File: config.mk
export PLATFORM = sky130hd
export DESIGN_NAME = fence_area_flat
export DESIGN_NICKNAME = d
export VERILOG_FILES = /design/src/rtl/fence_area_if.sv /design/src/rtl/fence_area.sv /design/src/flat_wrapper.sv
export SDC_FILE = /design/constraint.sdc
export NUM_CORES = 1
export LEC_CHECK = 0
export CAP_MARGIN = 20
export CORE_MARGIN = 5
export CORE_UTILIZATION = 66
export DETAILED_ROUTE_END_ITERATION = 8
export PLACE_DENSITY_LB_ADDON = 0.3
export SLEW_MARGIN = 10
export SYNTH_ARGS = -nofsm -noshare
export SYNTH_HDL_FRONTEND = slang
export SYNTH_SLANG_ARGS = --single-unit
File: constraint.sdc
create_clock -name clk -period 16.1 [get_ports clk]
set_input_delay 4.83 -clock clk [delete_from_list [all_inputs] [get_ports clk]]
set_output_delay 4.83 -clock clk [all_outputs]
set_load 0.03 [all_outputs]
File: src/rtl/fence_area_if.sv
// Vertex stream and area result bundle between the fence sorter and fence_area.
// The master drives the vertices and the slave computes the area.
interface fence_area_if;
    logic              in_valid;
    logic signed [7:0] inX;
    logic signed [7:0] inY;
    logic              busy;
    logic [18:0]       area;
    logic              area_half;
    logic              ccw;
    logic              area_valid;

    modport master (
        output in_valid, inX, inY,
        input  busy, area, area_half, ccw, area_valid
    );

    modport slave (
        input  in_valid, inX, inY,
        output busy, area, area_half, ccw, area_valid
    );
endinterface

File: src/rtl/fence_area.sv
// Shoelace area of a six-vertex fence polygon, one cross term per cycle.
// Reports |S|/2, the half-unit bit and the winding direction.
module fence_area #(
    parameter int NV = 6
) (
    input  logic clk,
    input  logic reset,
    fence_area_if.slave bus
);
    typedef enum logic [1:0] {
        S_COLLECT,
        S_ACCUM,
        S_FINAL
    } state_t;

    state_t state, state_nx;

    logic signed [7:0]  vx [NV];
    logic signed [7:0]  vy [NV];
    logic [2:0]         cnt;
    logic [2:0]         k;
    logic [2:0]         kp;
    logic signed [19:0] acc;
    logic signed [19:0] acc_abs;
    logic signed [15:0] p0;
    logic signed [15:0] p1;
    logic signed [16:0] term;
    logic               take;
    logic               last_v;
    logic               last_k;
    logic               busy_nx;

    assign take   = (state == S_COLLECT) && bus.in_valid;
    assign last_v = (cnt == 3'(NV - 1));
    assign last_k = (k == 3'(NV - 1));
    assign kp     = last_k ? 3'd0 : k + 3'd1;

    // State register
    always_ff @(posedge clk or posedge reset) begin
        if (reset) state <= S_COLLECT;
        else       state <= state_nx;
    end

    // Next-state logic
    always_comb begin
        state_nx = state;
        unique case (state)
            S_COLLECT: if (take && last_v) state_nx = S_ACCUM;
            S_ACCUM:   if (last_k)         state_nx = S_FINAL;
            S_FINAL:                       state_nx = S_COLLECT;
            default:                       state_nx = S_COLLECT;
        endcase
    end

    // Output / datapath combinational terms
    always_comb begin
        p0      = 16'(vx[k]) * 16'(vy[kp]);
        p1      = 16'(vx[kp]) * 16'(vy[k]);
        term    = 17'(p0) - 17'(p1);
        acc_abs = acc[19] ? -acc : acc;
        busy_nx = (state_nx != S_COLLECT);
    end

    always_ff @(posedge clk or posedge reset) begin
        if (reset) begin
            for (int i = 0; i < NV; i++) begin
                vx[i] <= '0;
                vy[i] <= '0;
            end
            cnt            <= '0;
            k              <= '0;
            acc            <= '0;
            bus.busy       <= 1'b0;
            bus.area       <= '0;
            bus.area_half  <= 1'b0;
            bus.ccw        <= 1'b0;
            bus.area_valid <= 1'b0;
        end else begin
            bus.busy       <= busy_nx;
            bus.area_valid <= (state == S_FINAL);
            unique case (state)
                S_COLLECT: begin
                    if (take) begin
                        vx[cnt] <= bus.inX;
                        vy[cnt] <= bus.inY;
                        cnt     <= last_v ? 3'd0 : cnt + 3'd1;
                        if (last_v) begin
                            k   <= '0;
                            acc <= '0;
                        end
                    end
                end
                S_ACCUM: begin
                    acc <= acc + 20'(term);
                    k   <= last_k ? 3'd0 : k + 3'd1;
                end
                S_FINAL: begin
                    bus.area      <= acc_abs[19:1];
                    bus.area_half <= acc[0];
                    bus.ccw       <= !acc[19] && (acc != '0);
                end
                default: ;
            endcase
        end
    end
endmodule
File: src/flat_wrapper.sv
// flat-port wrapper written by rule: the top's interface ports become plain ports
module fence_area_flat 
#(
    parameter int NV = 6
)
  (clk, reset, bus_in_valid, bus_inX, bus_inY, bus_busy, bus_area, bus_area_half, bus_ccw, bus_area_valid);
  fence_area_if bus_i ();
  input  logic clk;
  input  logic reset;
  input wire logic [$bits(bus_i.in_valid)-1:0] bus_in_valid;
  input wire logic [$bits(bus_i.inX)-1:0] bus_inX;
  input wire logic [$bits(bus_i.inY)-1:0] bus_inY;
  output wire logic [$bits(bus_i.busy)-1:0] bus_busy;
  output wire logic [$bits(bus_i.area)-1:0] bus_area;
  output wire logic [$bits(bus_i.area_half)-1:0] bus_area_half;
  output wire logic [$bits(bus_i.ccw)-1:0] bus_ccw;
  output wire logic [$bits(bus_i.area_valid)-1:0] bus_area_valid;
  assign bus_i.in_valid = bus_in_valid;
  assign bus_i.inX = bus_inX;
  assign bus_i.inY = bus_inY;
  assign bus_busy = bus_i.busy;
  assign bus_area = bus_i.area;
  assign bus_area_half = bus_i.area_half;
  assign bus_ccw = bus_i.ccw;
  assign bus_area_valid = bus_i.area_valid;
  fence_area #(.NV(NV)) u_core (.clk(clk), .reset(reset), .bus(bus_i));
endmodule
* Word-level counts from Yosys, hierarchy flattened
Cells that the tools add are included.
** Word-level totals
- Register bits after elaboration :: 147
- Input bits :: 19
- Output and inout bits :: 23
- Logic and storage cells :: 80
** Cells by class
- $add $sub $neg :: 5
- $mul :: 2
- Order comparisons :: 4
- Eq/ne operators :: 6
- Muxes and demuxes :: 28
- Bitwise operators :: 3
- Reduce and logical (&&, ||, !) cells :: 11
** Operators with widths (count)
- 8-bit binary-select mux with 3-bit select :: 4
- 48-bit bitwise mux :: 2
- 8-bit 2-to-1 mux :: 9
- 20-bit 2-to-1 mux :: 3
- 20-bit case mux with 2 select lines :: 1
- 8-bit by 8-bit multiplier with 16-bit output :: 2
- 8-bit demux with 3-bit select :: 1
- 20-bit by 17-bit adder with 20-bit output :: 1
- 20-bit negation :: 1
- 20-bit nonzero test :: 1
- 16-bit by 16-bit subtractor with 17-bit output :: 1
- 4-bit greater-or-equal comparator (second input constant) :: 3
- 3-bit 2-to-1 mux :: 4
- 3-bit NOT with 4-bit output :: 3
- 3-bit by 1-bit adder with 3-bit output (second input constant) :: 2
- 3-bit == test (second input constant) :: 2
- 3-bit case mux with 2 select lines :: 1
- 1-bit logical AND :: 4
- 4-bit by 1-bit less-than comparator with 1-bit output (second input constant) :: 1
- 2-bit 2-to-1 mux :: 2
- 2-bit by 1-bit inequality test with 1-bit output (second input constant) :: 2
- 2-bit case mux with 2 select lines :: 1
- 2-bit nonzero test :: 2
- 3-bit AND reduction :: 1
- 5 further kinds :: 5

* Logic depth before layout (Yosys ltp)
- Word-level depth :: 10
- Mapped depth :: 27
- Mapped depth without buffers :: 25

* Worst setup path after synthesis
OpenSTA, ideal clock, no wires.
- Path kind :: reg2reg
- Start :: register u_core.k[2]
- End :: register u_core.acc[18]
- Setup time :: 0.132 ns
- Arrival :: 6.729 ns
- Data required time :: 15.968 ns
- Path slack :: 9.239 ns
- Cell stages (with the launch flop) :: 26
- Path buffers :: 3
- Period minus slack after synthesis :: 6.861 ns
- Cell sequence :: dfrtp_1 > buf_2 > buf_2 > buf_1 > nand2_1 > o211ai_1 > o21ai_1 > nand2b_1 > inv_1 > fa_1 > fa_1 > inv_1 > fa_1 > fa_1 > inv_1 > fa_1 > inv_1 > fa_1 > inv_1 > ha_1 > o21a_1 > o21a_1 > a2111oi_2 > o21ai_0 > o41ai_1 > nand3_1
** On the way
- Word-level cells in the longest chain between the ends :: 10
- Elaborated cells on any way between the ends :: 22
- Classes of those cells :: 3 x add/sub; 2 x mul; 1 x eq/ne; 14 x mux; 2 x bitwise
** RTL lines
- start, declared :: RTL line fence_area.sv:21 : logic [2:0] k;
- start signal, assigned :: RTL line fence_area.sv:95 : k <= last_k ? 3'd0 : k + 3'd1;
- 3-bit by 1-bit adder with 3-bit output or 3-bit == test (tied branches) :: RTL line fence_area.sv:36, fence_area.sv:35
- 3-bit 2-to-1 mux :: RTL line fence_area.sv:36 : assign kp = last_k ? 3'd0 : k + 3'd1;
- 3-bit NOT with 4-bit output (implied by the code) :: RTL line fence_area.sv:57, fence_area.sv:58
- 8-bit binary-select mux with 3-bit select, on equally long branches :: RTL line fence_area.sv:57, fence_area.sv:58
- 8-bit 2-to-1 mux, on equally long branches (2 in a row) :: RTL line fence_area.sv:57, fence_area.sv:58
- 8-bit by 8-bit multiplier with 16-bit output, on equally long branches :: RTL line fence_area.sv:57, fence_area.sv:58
- 16-bit by 16-bit subtractor with 17-bit output (*) :: RTL line fence_area.sv:59 : term = 17'(p0) - 17'(p1);
- 20-bit by 17-bit adder with 20-bit output (*) :: RTL line fence_area.sv:94 : acc <= acc + 20'(term);
- 20-bit case mux with 2 select lines (*) :: RTL line fence_area.sv:81 : unique case (state)
- end signal, assigned :: RTL line fence_area.sv:94
- end, declared :: RTL line fence_area.sv:23 : logic signed [19:0] acc;
Every way passes the cells marked *; elsewhere a longest branch is shown, timed or not. The select of a mux whose other input is x is not followed.
A chain may end at the register's enable or synchronous reset.

* Worst setup path in the final report
- Start :: register u_core.k[2]
- End :: register u_core.acc[19]
The elaborated chain is that of the path after synthesis.

==> impl_metrics.json <==
{
  "status": "finished clean",
  "hpwl_mm": 23.6,
  "cp_cell_sequence": "nand2b_1 > o21ai_0 > nand2b_1 > inv_1 > fa_1 > fa_1 > inv_1 > fa_1 > inv_1 > fa_1 > fa_1 > inv_1 > fa_1 > inv_1 > ha_1 > a2111oi_0 > o21ai_0 > a21oi_1 > a211oi_1 > or3_1 > nand3_1",
  "post_drt_wl_per_cell_um": 18.8,
  "clockBufferDepth": 2,
  "seqCellArea_um2": 3680,
  "postCtsHoldBufs": 0,
  "worst_slew_pin_slew_ns": 1.12,
  "ys_ff_latch": 147,
  "cts.clk_slew.worst_paths_ns": 0.07,
  "fp.dieH_um": 155,
  "grt_overflow_total": 0,
  "slowest_delay_ns": 1.11,
  "busiest_layer": "met2",
  "cp-end-kind": "register",
  "drtAntennaViolNets": 0,
  "setup_viol": 0,
  "cp-start-kind": "register",
  "cts_buffers": 17,
  "yosys_most_used_dff": "dfrtp_1",
  "cp_common_cell": "fa_1",
  "final_core_util_pct": 72.4,
  "grt_util_met2_pct": 47.6,
  "grtUsageTotal_pct": 27.7,
  "syn2layout_area_growth_pct": 8.69,
  "ioPinCount": 42,
  "clock_latency_ns": 0.44,
  "ys_seq_area_share_pct": 26.4,
  "finalMaxSlewViolations": 0,
  "critical-path-top-delay-family": "adder cells",
  "clock-sinks": 147,
  "htreeDepth": 4,
  "core_area_um2": 20900,
  "yosys_warnings": 0,
  "critPathMaxFanout": 55,
  "n_fill_cell": 1512,
  "routabilityCongestion": 0.889,
  "drive_gt1_share_pct": 13.3,
  "worst-setup-path-type": "reg2reg",
  "cts_resized": 0,
  "grtUsageMet3_pct": 4.31,
  "root_buffer": "clkbuf_16",
  "slew-limit-headroom_pct": 25.2,
  "syn_nets": 1615,
  "row_count": 53,
  "routed-via-count": 9707,
  "antenna_cells": 0,
  "cts_setup_buffers": 0,
  "layout.nets": 1641,
  "drc": 0,
  "cts_tree": "yes",
  "hold_class": "reg2reg",
  "timing.setup.tns_ns": 0,
  "dieArea_um2": 24100,
  "crit_arrival_ns": 9.19,
  "grt_pass1_vias": 10400,
  "antenna_found_initial": 0,
  "required_ns": 16.47,
  "viasPerCell": 5.84,
  "placement.io_buffers": 41,
  "async_flop_share_pct": 100,
  "synth.distinct_cells": 61,
  "finalWirelength_mm": 31.3,
  "maxCapViolCount": 0,
  "skew_ns": 0.00784,
  "slowest_stage": "dfrtp_2",
  "drt_iter0_drc": 576,
  "cp_num_buf_inv": 5,
  "maxClockFrequency_mhz": 113,
  "met1_usage_pct": 36.0,
  "post-route-period-util_pct": 54.8,
  "initial_core_util_pct": 66.6,
  "drt-pass1-iter-count": 5,
  "synthCells": 1348,
  "netlist_area_um2": 13900,
  "hold_viol": 0,
  "die_w_um": 155,
  "synth_edf_count": 0,
  "multi_input_area_um2": 9150,
  "grt_pass1_wl_mm": 53.4,
  "finalCriticalPeriod_ns": 8.82,
  "grt_max_degree": 81,
  "rsz0062_at_grt": "false",
  "synth.avg_cell_area_um2": 10.3
}
-- layout by cell type, fill, tap and decap left out, types with 4 or more instances in the layout --
cell type	netlist	layout
o21ai_1	13	13
or2_2	17	17
inv_6	0	6
xnor2_1	18	18
mux2_2	96	96
o21bai_1	4	4
dfrtp_1	147	144
buf_4	1	10
fa_1	174	174
ha_1	74	74
mux4_2	16	16
o21a_1	7	7
nand2b_1	18	18
inv_1	242	241
a21oi_1	28	28
nor2_1	111	111
nor3_1	6	6
nor2b_1	22	22
o211ai_1	16	16
o21ai_0	60	60
xor2_1	19	19
clkinvlp_4	0	5
mux2i_1	49	49
a211o_1	4	4
nand3_1	7	7
a21o_1	4	4
o31ai_1	8	8
a211oi_1	7	7
nand2_1	94	94
clkdlybuf4s50_1	0	41
clkbuf_16	0	17
-- flip-flops by register name (all words and copies together), names as in the netlist, 2 cells and up --
signal / count
u_core.acc: 20
u_core.vy: 48
u_core.vx: 48
u_core.bus.area: 19
u_core.cnt: 3
u_core.k: 3
u_core.state: 2
-- cells in the mapped netlist (3+ instances only) --
master,count,share of area (%)
fa_1,174,25
and2_1,3,0.13
o21ai_1,13,0.47
xnor2_1,18,1.1
a22o_1,3,0.19
buf_1,3,0.081
o21ai_0,60,2.2
nand2_1,94,2.5
nor3_1,6,0.22
or2_2,17,0.76
a211oi_1,7,0.38
dfrtp_1,147,26
o211ai_1,16,0.86
buf_2,13,0.47
a21oi_1,28,1.0
clkbuf_1,27,0.73
mux2_2,96,7.8
xor2_1,19,1.2
nand3_1,7,0.25
a21o_1,4,0.22
nor2b_1,22,0.99
o31ai_1,8,0.43
mux4_2,16,2.6
ha_1,74,6.7
inv_1,242,6.5
o21bai_1,4,0.22
o21a_1,7,0.38
o41ai_1,3,0.19
mux2i_1,49,3.5
nand2b_1,18,0.81
a211o_1,4,0.25
nor2_1,111,3.0
-- metrics by stage --
| stage | cells | hold slack [ns] | cell area (um2) | worst slack (ns) |
|---|---|---|---|---|
| after floorplan | 1348 | 0.496 | 13900 | 7.32 |
| after CTS | 1660 | 0.484 | 15100 | 7.35 |
| after global placement | 1629 | 0.460 | 14600 | 7.82 |
| after global routing | 1661 | 0.511 | 15100 | 6.83 |
| after detailed placement | 1629 | 0.470 | 14600 | 7.51 |
| final | 1661 | 0.475 | 15100 | 7.28 |
-- logic make-up (layout without fill, tap and decap cells) --
| logic type | count (synthesis) | after routing | share of synthesized area (%) |
|---|---|---|---|
| flip-flops | 147 | 147 | 26.4 |
| adder cells (fa/ha/maj) | 248 | 248 | 31.7 |
| multiplexers | 161 | 161 | 13.9 |
| AND/OR/NAND/NOR | 294 | 294 | 9.79 |
| AO/OA/AOI/OAI | 173 | 173 | 7.81 |
| XOR/XNOR | 38 | 38 | 2.49 |
| buffers and inverters | 287 | 325 | 7.89 |
-- worst paths after layout --
kind,from,to,slack (ns),depth (start not counted)
worst max-delay path,u_core.k[2],u_core.acc[19],7.28,21
worst min-delay path,u_core.bus.ccw,u_core.bus.ccw,0.48,2
worst max register to register,u_core.k[2],u_core.acc[19],7.28,21
worst min register to register,u_core.bus.ccw,u_core.bus.ccw,0.48,2
max in group asynchronous,reset,u_core.k[2],9.78,3
min in group asynchronous,reset,u_core.vx[33],4.84,2
-- area by class of cell --
class / count / area share [%]
inverters: 243 / 6.06
well taps: 275 / 2.28
multi-input cells: 914 / 60.5
clock buffers: 17 / 2.81
repair buffers: 51 / 3.21
clock inverters: 14 / 0.803
flip-flops and latches: 147 / 24.4
-- metal layers --
layer / share of wire, % / up-vias
li1: - / 4404
met1: 41 / 4932
met2: 51 / 300
met3: 4.8 / 71
met4: 2.8 / 0
met5: 0 / -
-- worst min-delay path: stages (launching register included) --
cell and delay [ns]:
dfrtp_1 0.34, nand2_1 0.05, o31ai_1 0.05
Power is not shown: default switching activity piles up to over one toggle a cycle in this logic, so the estimate is an artifact.
